===== config.mk =====
export PLATFORM = sky130hd
export DESIGN_NAME = wash_sequencer
export DESIGN_NICKNAME = d
export VERILOG_FILES = /design/src/rtl/wash_sequencer.sv
export SDC_FILE = /design/constraint.sdc
export NUM_CORES = 1
export LEC_CHECK = 0
export CORE_ASPECT_RATIO = 0.75
export CORE_UTILIZATION = 40
export DETAILED_ROUTE_END_ITERATION = 8
export DONT_BUFFER_PORTS = 1
export GPL_TIMING_DRIVEN = 0
export PLACE_DENSITY = 0.54
export SLEW_MARGIN = 20
export SYNTH_ARGS = -nofsm -noshare
export SYNTH_HDL_FRONTEND = slang
export SYNTH_SLANG_ARGS = --single-unit
export TNS_END_PERCENT = 30

===== constraint.sdc =====
create_clock -name clk -period 6 [get_ports clk]
set_input_delay 0.6 -clock clk [delete_from_list [all_inputs] [get_ports clk]]
set_output_delay 0.6 -clock clk [all_outputs]
set_load 0.01 [all_outputs]

===== src/rtl/wash_sequencer.sv =====
// rtl/wash_sequencer.sv - wash/rinse/spin programme sequencer driven by a 1 Hz tick
module wash_sequencer #(
    parameter int WASH_T  = 9,
    parameter int RINSE_T = 6,
    parameter int SPIN_T  = 3,
    parameter int BEEP_T  = 2
) (
    input  logic       clk,
    input  logic       reset,
    input  logic       sec_tick,
    input  logic       power_led,
    input  logic       start_pause,
    input  logic [2:0] model_now,
    output logic       if_finish,
    output logic [2:0] phase_led,
    output logic       wash_motor,
    output logic       water_in,
    output logic       drain,
    output logic       spin_motor,
    output logic       buzzer,
    output logic [7:0] remain_time
);

    typedef enum logic [2:0] {IDLE, WASH, RINSE, SPIN, DONE} state_t;

    localparam logic [5:0] WASH_D  = 6'(WASH_T);
    localparam logic [5:0] RINSE_D = 6'(RINSE_T);
    localparam logic [5:0] SPIN_D  = 6'(SPIN_T);
    localparam logic [3:0] BEEP_D  = 4'(BEEP_T);

    state_t     state, state_next, first_state, following_state;
    logic [2:0] mode_q, mode_next;
    logic       sp_q;
    logic [5:0] phase_cnt, phase_cnt_next;
    logic [7:0] remain_cnt, remain_next, start_sum;
    logic [3:0] beep_cnt, beep_next;
    logic       done_pulse, done_next;
    logic [2:0] start_mask, run_mask;
    logic [5:0] cur_dur;

    // Bit order {spin, rinse, wash}; unused codes fall back to the full programme.
    function automatic logic [2:0] phase_mask(input logic [2:0] m);
        case (m)
            3'd1:    phase_mask = 3'b001;
            3'd2:    phase_mask = 3'b011;
            3'd3:    phase_mask = 3'b110;
            3'd4:    phase_mask = 3'b010;
            3'd5:    phase_mask = 3'b100;
            default: phase_mask = 3'b111;
        endcase
    endfunction

    function automatic logic [5:0] phase_dur(input state_t s);
        case (s)
            WASH:    phase_dur = WASH_D;
            RINSE:   phase_dur = RINSE_D;
            SPIN:    phase_dur = SPIN_D;
            default: phase_dur = 6'd0;
        endcase
    endfunction

    always_comb begin
        start_mask = phase_mask(model_now);
        run_mask   = phase_mask(mode_q);
        cur_dur    = phase_dur(state);
        if (start_mask[0])      first_state = WASH;
        else if (start_mask[1]) first_state = RINSE;
        else                    first_state = SPIN;
        start_sum = (start_mask[0] ? 8'(WASH_D)  : 8'd0)
                  + (start_mask[1] ? 8'(RINSE_D) : 8'd0)
                  + (start_mask[2] ? 8'(SPIN_D)  : 8'd0);
        case (state)
            WASH:    following_state = run_mask[1] ? RINSE : (run_mask[2] ? SPIN : DONE);
            RINSE:   following_state = run_mask[2] ? SPIN : DONE;
            default: following_state = DONE;
        endcase
    end

    always_comb begin
        state_next     = state;
        mode_next      = mode_q;
        phase_cnt_next = phase_cnt;
        remain_next    = remain_cnt;
        beep_next      = beep_cnt;
        done_next      = 1'b0;
        if (!power_led) begin
            state_next = IDLE;
        end else begin
            case (state)
                IDLE: begin
                    if (start_pause && !sp_q) begin
                        mode_next      = model_now;
                        state_next     = first_state;
                        phase_cnt_next = phase_dur(first_state);
                        remain_next    = start_sum;
                    end
                end
                WASH, RINSE, SPIN: begin
                    if (start_pause && sec_tick) begin
                        remain_next    = (remain_cnt != 8'd0) ? remain_cnt - 8'd1 : 8'd0;
                        phase_cnt_next = phase_cnt - 6'd1;
                        if (phase_cnt <= 6'd1) begin
                            state_next = following_state;
                            if (following_state == DONE) begin
                                beep_next   = BEEP_D;
                                done_next   = 1'b1;
                                remain_next = 8'd0;
                            end else begin
                                phase_cnt_next = phase_dur(following_state);
                            end
                        end
                    end
                end
                DONE: begin
                    if (sec_tick) begin
                        beep_next = (beep_cnt != 4'd0) ? beep_cnt - 4'd1 : 4'd0;
                        if (beep_cnt <= 4'd1) state_next = IDLE;
                    end
                end
                default: state_next = IDLE;
            endcase
        end
    end

    always_ff @(posedge clk or negedge reset) begin
        if (!reset) begin
            state      <= IDLE;
            mode_q     <= 3'd0;
            sp_q       <= 1'b0;
            phase_cnt  <= 6'd0;
            remain_cnt <= 8'd0;
            beep_cnt   <= 4'd0;
            done_pulse <= 1'b0;
        end else begin
            state      <= state_next;
            mode_q     <= mode_next;
            sp_q       <= start_pause;
            phase_cnt  <= phase_cnt_next;
            remain_cnt <= remain_next;
            beep_cnt   <= beep_next;
            done_pulse <= done_next;
        end
    end

    // Output stage lags the state by one clk; power_led gates it so power loss clears at once.
    always_ff @(posedge clk or negedge reset) begin
        if (!reset) begin
            if_finish   <= 1'b0;
            phase_led   <= 3'b000;
            wash_motor  <= 1'b0;
            water_in    <= 1'b0;
            drain       <= 1'b0;
            spin_motor  <= 1'b0;
            buzzer      <= 1'b0;
            remain_time <= 8'd0;
        end else begin
            if_finish   <= 1'b0;
            phase_led   <= 3'b000;
            wash_motor  <= 1'b0;
            water_in    <= 1'b0;
            drain       <= 1'b0;
            spin_motor  <= 1'b0;
            buzzer      <= 1'b0;
            remain_time <= 8'd0;
            if (power_led) begin
                if_finish <= done_pulse;
                case (state)
                    WASH: begin
                        phase_led   <= 3'b001;
                        remain_time <= remain_cnt;
                        wash_motor  <= start_pause;
                        water_in    <= start_pause && ({1'b0, phase_cnt} + 7'd2 > {1'b0, cur_dur});
                    end
                    RINSE: begin
                        phase_led   <= 3'b010;
                        remain_time <= remain_cnt;
                        wash_motor  <= start_pause;
                        water_in    <= start_pause && ({1'b0, phase_cnt} + 7'd2 > {1'b0, cur_dur});
                        drain       <= start_pause && (phase_cnt == 6'd1);
                    end
                    SPIN: begin
                        phase_led   <= 3'b100;
                        remain_time <= remain_cnt;
                        drain       <= start_pause;
                        spin_motor  <= start_pause;
                    end
                    DONE:    buzzer <= 1'b1;
                    default: ;
                endcase
            end
        end
    end

endmodule


# After elaboration in Yosys (flattened, before gate mapping)
# Cells that the tools add are included.
dict set report word_totals {
  regBits 43
  input_bits 8
  out_inout_bits 17
  word_cells 129
}
dict set report classes {
  addsub 6
  order_cmp 3
  n_eq_ne 32
  mux 57
  reduce_logical 16
}
# cell count
set ops {}
lappend ops {{8-bit 2-to-1 mux} 7}
lappend ops {{4-bit case mux with 3 select lines} 3}
lappend ops {{3-bit by 2-bit equality test with 1-bit output, second input constant} 10}
lappend ops {{3-bit 2-to-1 mux} 10}
lappend ops {{3-bit case mux with 5 select lines} 2}
lappend ops {{4-bit 2-to-1 mux} 6}
lappend ops {{6-bit 2-to-1 mux} 4}
lappend ops {{3-bit equality test, second input constant} 6}
lappend ops {{3-bit case mux with 3 select lines} 2}
lappend ops {{1-bit 2-to-1 mux} 16}
lappend ops {{8-bit case mux with 2 select lines} 1}
lappend ops {{3-bit by 1-bit equality test with 1-bit output, second input constant} 5}
lappend ops {{6-bit case mux with 2 select lines} 1}
lappend ops {{3-bit != test, second input constant} 3}
lappend ops {{4-bit case mux with 2 select lines} 1}
lappend ops {{8-bit nonzero test} 1}
lappend ops {{8-bit by 1-bit subtractor with 8-bit output, second input constant} 1}
lappend ops {{6-bit by 2-bit adder with 7-bit output, second input constant} 1}
lappend ops {{7-bit by 6-bit greater-than comparator with 1-bit output} 1}
lappend ops {{5-bit by 2-bit adder with 6-bit output} 1}
lappend ops {{6-bit by 1-bit equality test with 1-bit output, second input constant} 1}
lappend ops {{6-bit by 1-bit less-or-equal comparator with 1-bit output, second input constant} 1}
lappend ops {{2-bit by 1-bit != test with 1-bit output, second input constant} 3}
lappend ops {{3-bit by 2-bit != test with 1-bit output, second input constant} 2}
lappend ops {{19 further kinds} 25}

# Depth between registers and ports, before layout
# Gate-level depths: netlist of the first run.
dict set report depth {
  depth_word 11
  ltp_mapped 10
  depth_no_buf 9
}

# Least setup slack after synthesis of the first run
# Ideal clock, no wire load.
dict set report synth_path {
  path_type {input to register}
  startpoint {input port model_now[0]}
  endpoint {register remain_cnt[3]}
  setup_time_ns 0.140
  arrival_ns 2.166
  required_time_ns 5.860
  setup_slack_ns 3.695
  path_stages 9
  path_buffers 1
  path_cell_list {clkbuf_1 > nor2b_1 > inv_1 > ha_1 > xnor2_1 > a221oi_1 > a21oi_1 > nand2_1 > o221ai_1}
}
dict set report synth_via {
  elab_chain_cells 7
  elab_cells_between_ends 13
  classes_between {add/sub (2); eq/ne (5); mux (6)}
}
# element line
set synth_lines {}
lappend synth_lines {{from (decl)} 13} ;# input logic [2:0] model_now,
lappend synth_lines {{3-bit equality test, or another cell as far along} 43} ;# case (m)
lappend synth_lines {{3-bit case mux with 5 select lines *} 43}
lappend synth_lines {{4-bit 2-to-1 mux or 3-bit 2-to-1 mux (tied branches)} {69, 70}}
lappend synth_lines {{4-bit by 3-bit adder with 5-bit output} 70} ;# + (start_mask[1] ? 8'(RINSE_D) : 8'd0)
lappend synth_lines {{5-bit by 2-bit adder with 6-bit output *} 71} ;# + (start_mask[2] ? 8'(SPIN_D) : 8'd0);
lappend synth_lines {{8-bit 2-to-1 mux *} 91} ;# if (start_pause && !sp_q) begin
lappend synth_lines {{8-bit case mux with 2 select lines *} 89} ;# case (state)
lappend synth_lines {{to (signal assigned)} 139} ;# remain_cnt <= remain_next;
lappend synth_lines {{to (decl)} 35} ;# logic [7:0] remain_cnt, remain_next, start_sum;
# Every way passes the cells marked *; elsewhere a longest branch is shown, timed or not. The select of a mux whose other input is x is not followed.
# A chain may end at the register's enable or synchronous reset.

# Final worst setup path of the first run
dict set report layout_path {
  startpoint {register mode_q[2]}
  endpoint {register phase_cnt[1]}
}
dict set report layout_via {
  elab_chain_cells 11
  elab_cells_between_ends 18
  classes_between {eq/ne (9); mux (9)}
}
# element line
set layout_lines {}
lappend layout_lines {{from (decl)} 32} ;# logic [2:0] mode_q, mode_next;
lappend layout_lines {{from (signal assigned)} 136} ;# mode_q <= mode_next;
lappend layout_lines {{3-bit equality test, or another cell as far along} 43}
lappend layout_lines {{3-bit case mux with 5 select lines *} 43}
lappend layout_lines {{3-bit 2-to-1 mux} {73, 74}}
lappend layout_lines {{3-bit 2-to-1 mux} 73} ;# WASH: following_state = run_mask[1] ? RINSE : (run_mask[2] ? SPIN : DONE);
lappend layout_lines {{3-bit case mux with 2 select lines *} 72} ;# case (state)
lappend layout_lines {{3-bit by 2-bit equality test with 1-bit output or 3-bit by 1-bit equality test with 1-bit output (tied branches)} 54} ;# case (s)
lappend layout_lines {{4-bit case mux with 3 select lines} 54}
lappend layout_lines {{6-bit 2-to-1 mux *} 104} ;# if (following_state == DONE) begin
lappend layout_lines {{6-bit 2-to-1 mux *} 102} ;# if (phase_cnt <= 6'd1) begin
lappend layout_lines {{6-bit 2-to-1 mux *} 99} ;# if (start_pause && sec_tick) begin
lappend layout_lines {{6-bit case mux with 2 select lines *} 89}
lappend layout_lines {{to (signal assigned)} 138} ;# phase_cnt <= phase_cnt_next;
lappend layout_lines {{to (decl)} 34} ;# logic [5:0] phase_cnt, phase_cnt_next;
# Marks and branches as above.

==> flow_metrics.env, run 1 <==
export IMPL_synthFlopType="dfrtp_1"
export IMPL_r2r_slack_ns=3.58
export IMPL_crit_type="reg2reg"
export IMPL_clock_latency_ns=0.30
export IMPL_muxShareOfSynthArea_pct=2.391
export IMPL_ys_seq_area_share_pct=41.13
export IMPL_synth_top_family_by_area="simple AND/OR/NAND/NOR gates"
export IMPL_num_vias=2103
export IMPL_fmax_mhz=412.6
export IMPL_fill_cells=612
export IMPL_vdd_ir_drop_max_v=0.0001852
export IMPL_powerDensity_nw_per_um2=455.0
export IMPL_slew_headroom_pct=62.22
export IMPL_crit_start="mode_q[2]$_DFFE_PN0P_"
export IMPL_multi_input_area_um2=1436
export IMPL_area_growth_pct=9.230
export IMPL_first_global_vias=1892
export IMPL_r2r_start="mode_q[2]$_DFFE_PN0P_"
export IMPL_top_usage_layer="met1"
export IMPL_grt_setup_unrepaired="false"
export IMPL_hold_ws_ns=0.1208
export IMPL_dieHeight_um=72.04
export IMPL_synth_xor_area_share_pct=1.339
export IMPL_stdcell_count=378
export IMPL_timing_final_ws_setup_ns=3.577
export IMPL_cts_root_buf="clkbuf_8"
export IMPL_grt_pass1_wl_mm=9.804
export IMPL_grt_antenna_before_repair=0
export IMPL_io_pins=25
export IMPL_cp_required_ns=6.22
export IMPL_p_leak_uw=0.001227
export IMPL_dieArea_um2=6872
export IMPL_wl_per_cell_um=15.54
export IMPL_post_place_ws_ns=3.415
export IMPL_synth_adder_area_share_pct=7.461
export IMPL_met2_usage_pct=23.57
export IMPL_final_cell_mix="43 x dfrtp_1, 30 x nand2_1, 22 x nor2_1"
export IMPL_worst_pin_slew_ns=0.5667
export IMPL_dpl_cell_count=369
export IMPL_syn_num_nets=311
export IMPL_regArea_um2=1076
export IMPL_layout_commonest_cell="dfrtp_1"
export IMPL_finalSetupTns_ns=0
export IMPL_place_detailed_hpwl_mm=4.185
export IMPL_cts_buffer_depth=2
export IMPL_final_layout_size_suffix_gt1_share_pct=6.734
export IMPL_startpoint_type="register"
export IMPL_synthDistinctLibCells=57
export IMPL_final_max_slew_viol_count=0
export IMPL_finalCriticalPeriod_ns=2.424
export IMPL_maxCapViolations=0
export IMPL_r2r_cells=7
export IMPL_cts_made_buffers=5
export IMPL_grt_use_met1_pct=30.42
export IMPL_port_buffer_count=0
export IMPL_hold_violations=0
export IMPL_drc=0
export IMPL_hold_class="in2async"
export IMPL_grtUsageTotal_pct=18.59
export IMPL_synthArstFlopShare_pct=100.0
export IMPL_grt_start_max_net_pins=44
export IMPL_outcome="complete, no violations"
export IMPL_synth_warnings=0
export IMPL_via_per_inst=5.563
export IMPL_dr_pass1_iters=4
export IMPL_clk_pin_slew_ns=0.09
export IMPL_gp_congestion=0.8105
export IMPL_cts_repair_resize_count=0
export IMPL_grt_overflow_total=0
export IMPL_diodes=0
export IMPL_rr_endpoint="phase_cnt[1]$_DFFE_PN0P_"
export IMPL_cts_max_level=2
export IMPL_end_kind="register"
export IMPL_synth_simple_area_share_pct=24.92
export IMPL_worstPathArrival_ns=2.65
export IMPL_netlist_instances=288
export IMPL_grt_use_met3_pct=4.403
export IMPL_synth_compound_area_share_pct=18.79
export IMPL_die_width_um=95.39
export IMPL_setup_viol=0
export IMPL_avgSynthCellArea_um2=9.084
export IMPL_nets=319
export IMPL_cts_tree="built"
export IMPL_start_util_pct=41.41
export IMPL_clock_sinks=43
export IMPL_cp_max_fo=7
export IMPL_synth_area_um2=2616
export IMPL_finalClockSkew_ns=0.005044
export IMPL_power_total_uw=1300
export IMPL_synth_edf_count=0
export IMPL_routed_wl_mm=5.874
export IMPL_fp_coreArea_um2=6319
export IMPL_fin_crit_sh_pct=40.39
export IMPL_first_iter_violations=122
export IMPL_rows=25
export IMPL_crit_end="phase_cnt[1]$_DFFE_PN0P_"
export IMPL_drtAntennaViolNets=0
export IMPL_ys_ff_latch=43
==> flip-flops by register name, summed over array words and instances, names as in the netlist, 3 cells and up <==
name and cells:
remain_time 8, phase_cnt 6, mode_q 3, remain_cnt 8
phase_led 3, beep_cnt 4, state 3
==> worst min-delay path by stage <==
stage | from | to
after floorplan | reset | beep_cnt[0]$_DFFE_PN0P_
after global placement | reset | drain$_DFF_PN0_
after detailed placement | reset | drain$_DFF_PN0_
after CTS | reset | drain$_DFF_PN0_
after global routing | reset | phase_cnt[4]$_DFFE_PN0P_
final | reset | drain$_DFF_PN0_
==> metal layers <==
metal  wire length (um)  vias to the layer above
li1                   -                     1056
met1               3223                      995
met2               2329                       45
met3                273                        7
met4                 46                        0
met5                  0                        -
==> area by class of cell <==
class | instances | share of cell area, %
well taps | 81 | 3.546
clock inverters | 3 | 1.532
clock buffers | 5 | 2.408
repair buffers | 1 | 0.9632
plain buffers | 11 | 1.795
inverters | 14 | 1.839
multi-input cells | 220 | 50.26
flip-flops and latches | 43 | 37.65
==> cell families after synthesis <==
| family | after synthesis |
|---|---|
| and+or+nand+nor | 122 |
| DFF | 43 |
| muxes | 6 |
| adders and majority gates | 15 |
| xor gates and xnor gates | 4 |
| AOI/OAI and AO/OA | 73 |
| buffers and inverters | 25 |
==> cell usage after synthesis (4+ instances only) <==
cell / count / area share, %
dfrtp_1: 43 / 41
o21a_1: 4 / 1.1
clkbuf_1: 8 / 1.1
ha_1: 14 / 6.7
o21ai_0: 15 / 2.9
nand4_1: 4 / 0.96
and2_1: 8 / 1.9
nand2_1: 30 / 4.3
mux2i_1: 4 / 1.5
a21oi_1: 16 / 3.1
nand3_1: 7 / 1.3
a21o_1: 4 / 1.1
nor2b_1: 6 / 1.4
inv_1: 14 / 2.0
nor3_1: 15 / 2.9
nand2b_1: 9 / 2.2
o31ai_1: 4 / 1.1
nor2_1: 22 / 3.2
==> critical path: stages, from the launching register on <==
cell and delay [ns]:
dfrtp_1 0.44, inv_1 0.10, ha_1 0.40, mux2i_1 0.12
a211o_1 0.43, a211oi_2 0.51, o22ai_1 0.17, o21ai_0 0.17
==> through the flow <==
| stage | util, % | area [um^2] |
|---|---|---|
| after floorplan | - | 2616 |
| after global placement | 43.01 | 2718 |
| after detailed placement | 43.01 | 2718 |
| after CTS | 45.23 | 2858 |
| after global routing | 45.23 | 2858 |
| final | 45.23 | 2858 |
==> where the power goes <==
group / switching, uW / internal, uW / total [uW]
Sequential: 100 / 374 / 475
Combinational: 348 / 244 / 591
Clock: 110 / 124 / 234
==> repair_timing <==
action,in CTS,in global routing
endpoints found under the hold margin,43,0
hold buffers,1,0
setup buffers,0,0
Power figures use the tool's default switching activity.
==> run 2: changes to the inputs <==
==> constraint.sdc (replaced) <==
create_clock -name clk -period 2.35 [get_ports clk]
set_input_delay 0.235 -clock clk [delete_from_list [all_inputs] [get_ports clk]]
set_output_delay 0.235 -clock clk [all_outputs]
set_load 0.01 [all_outputs]
==> run 2 against run 1 <==
Worst hold slack worse by 0.064 ns; critical path type unchanged; highest routed layer unchanged; setup slack got worse by 3.4 ns; final area grew 2.7%; combinational power rose to 2.7 times the previous value; die area stayed put; clock power increased to 2.5 times the previous value.
==> flow_metrics.env, run 2 (synthesis results as in run 1) <==
export IMPL_outcome="complete, no violations"
export IMPL_final_cell_mix="42 x dfrtp_1, 30 x nand2_1, 22 x nor2_1"
export IMPL_crit_type="reg2reg"
export IMPL_via_per_inst=5.546
export IMPL_wl_per_cell_um=15.66
export IMPL_die_width_um=95.39
export IMPL_drtAntennaViolNets=0
export IMPL_worst_pin_slew_ns=0.5755
export IMPL_first_global_vias=1909
export IMPL_end_kind="register"
export IMPL_worstPathArrival_ns=2.39
export IMPL_finalClockSkew_ns=0.002514
export IMPL_layout_commonest_cell="dfrtp_1"
export IMPL_port_buffer_count=0
export IMPL_p_leak_uw=0.001249
export IMPL_cts_tree="built"
export IMPL_io_pins=25
export IMPL_cts_max_level=2
export IMPL_finalCriticalPeriod_ns=2.165
export IMPL_powerDensity_nw_per_um2=1166
export IMPL_worstHoldStart="start_pause"
export IMPL_drc=0
export IMPL_timing_final_ws_setup_ns=0.1850
export IMPL_place_detailed_hpwl_mm=4.185
export IMPL_reg_largest_list="remain_cnt: 8 flops, remain_time: 8 flops, phase_cnt: 6 flops"
export IMPL_fp_coreArea_um2=6319
export IMPL_cp_required_ns=2.57
export IMPL_cts_made_buffers=5
export IMPL_fmax_mhz=461.9
export IMPL_final_layout_size_suffix_gt1_share_pct=8.940
export IMPL_grt_pass1_wl_mm=9.929
export IMPL_dieHeight_um=72.04
export IMPL_finalSetupTns_ns=0
export IMPL_startpoint_type="register"
export IMPL_grt_setup_unrepaired="false"
export IMPL_dr_pass1_iters=4
export IMPL_setup_viol=0
export IMPL_slew_headroom_pct=61.49
export IMPL_start_util_pct=41.41
export IMPL_nets=324
export IMPL_first_iter_violations=125
export IMPL_crit_start="mode_q[1]$_DFFE_PN0P_"
export IMPL_clock_sinks=43
export IMPL_hold_class="in2reg"
export IMPL_area_growth_pct=12.15
export IMPL_grt_overflow_total=0
export IMPL_cts_buffer_depth=2
export IMPL_grt_antenna_before_repair=0
export IMPL_fin_crit_sh_pct=92.13
export IMPL_gp_congestion=0.8105
export IMPL_grt_start_max_net_pins=44
export IMPL_rows=25
export IMPL_hold_violations=0
export IMPL_dieArea_um2=6872
export IMPL_vdd_ir_drop_max_v=0.0006173
export IMPL_clock_latency_ns=0.30
export IMPL_post_place_ws_ns=-0.003613
export IMPL_cp_max_fo=9
export IMPL_routed_wl_mm=5.999
export IMPL_cts_root_buf="clkbuf_8"
export IMPL_num_vias=2124
export IMPL_r2r_start="mode_q[1]$_DFFE_PN0P_"
export IMPL_diodes=0
export IMPL_final_max_slew_viol_count=0
export IMPL_clk_pin_slew_ns=0.09
export IMPL_maxCapViolations=0
export IMPL_grtUsageTotal_pct=18.79
==> run 2: cell types whose count changed in the layout (fill, tap and decap cells not counted), sizes merged <==
cell         change
buf              +3
dlygate4sd3      +2
==> run 2: cell type report <==
type | count | area (um^2)
fillers | 616 | 3385
multi-input cells | 220 | 1469
flip-flops and latches | 43 | 1077
well taps | 81 | 101.3
repair buffers | 6 | 70.07
clock buffers | 5 | 68.82
inverters | 14 | 52.55
plain buffers | 11 | 51.30
clock inverters | 3 | 43.79
==> run 2: critical path, cell delays in order, from the launching register on <==
cell and delay (ns):
dfrtp_1 0.50, ha_4 0.35, mux2i_1 0.10, a211o_2 0.41, nand3b_4 0.15, nand4b_1 0.17
buf_4 0.22, o221ai_1 0.18
==> run 2: metal layers <==
metal / up-vias / wire (um) / global-route usage (%)
met5: - / 0 / 0
met4: 0 / 36 / 4.809
met3: 4 / 258 / 4.403
met2: 47 / 2417 / 24.21
met1: 1007 / 3286 / 30.51
li1: 1066 / - / -
==> run 2: through the flow <==
stage,instance area [um^2],std cells,util (%),power (uW),hold WS (ns)
final,2934,383,46.44,3422,0.05667
after global routing,2934,383,46.44,3729,0.03944
after CTS,2893,381,45.78,3336,0.05032
after detailed placement,2718,369,43.01,2696,-0.05957
after global placement,2718,369,43.01,2694,-0.05963
after floorplan,2616,288,-,2348,-0.06059
==> run 2: final timing paths <==
| path | end | slack, ns | cells after the start |
|---|---|---|---|
| worst max-delay path | remain_cnt[3]$_DFFE_PN0P_ | 0.19 | 7 |
| worst min-delay path | spin_motor$_DFF_PN0_ | 0.06 | 1 |
| worst max register to register | remain_cnt[3]$_DFFE_PN0P_ | 0.19 | 7 |
| worst min register to register | if_finish$_DFF_PN0_ | 0.47 | 1 |
| max in group asynchronous | mode_q[2]$_DFFE_PN0P_ | 1.72 | 2 |
| min in group asynchronous | spin_motor$_DFF_PN0_ | 0.43 | 2 |
==> run 2: repair_timing <==
item | 4_1_cts | 5_1_grt
pin swaps | 1 | 1
hold endpoints to repair | 44 | 0
setup buffers | 1 | 2
setup endpoints to repair | 2 | 19
gates resized for setup | 1 | 6
hold buffers | 3 | 0
==> run 2: where the power goes <==
| group | switching, uW | internal [uW] |
|---|---|---|
| clock | 279 | 317 |
| combinational | 933 | 681 |
| sequential | 255 | 958 |
==> run 3: changes to the inputs <==
--- a/config.mk
+++ b/config.mk
@@ -5,6 +5,7 @@
 export SDC_FILE = /design/constraint.sdc
 export NUM_CORES = 1
 export LEC_CHECK = 0
+export ABC_CLOCK_PERIOD_IN_PS = 2350
 export CORE_ASPECT_RATIO = 0.75
 export CORE_UTILIZATION = 40
 export DETAILED_ROUTE_END_ITERATION = 8
==> results of run 3 <==
Same layout as run 2: the final DEF is identical, and so are final timing and power.
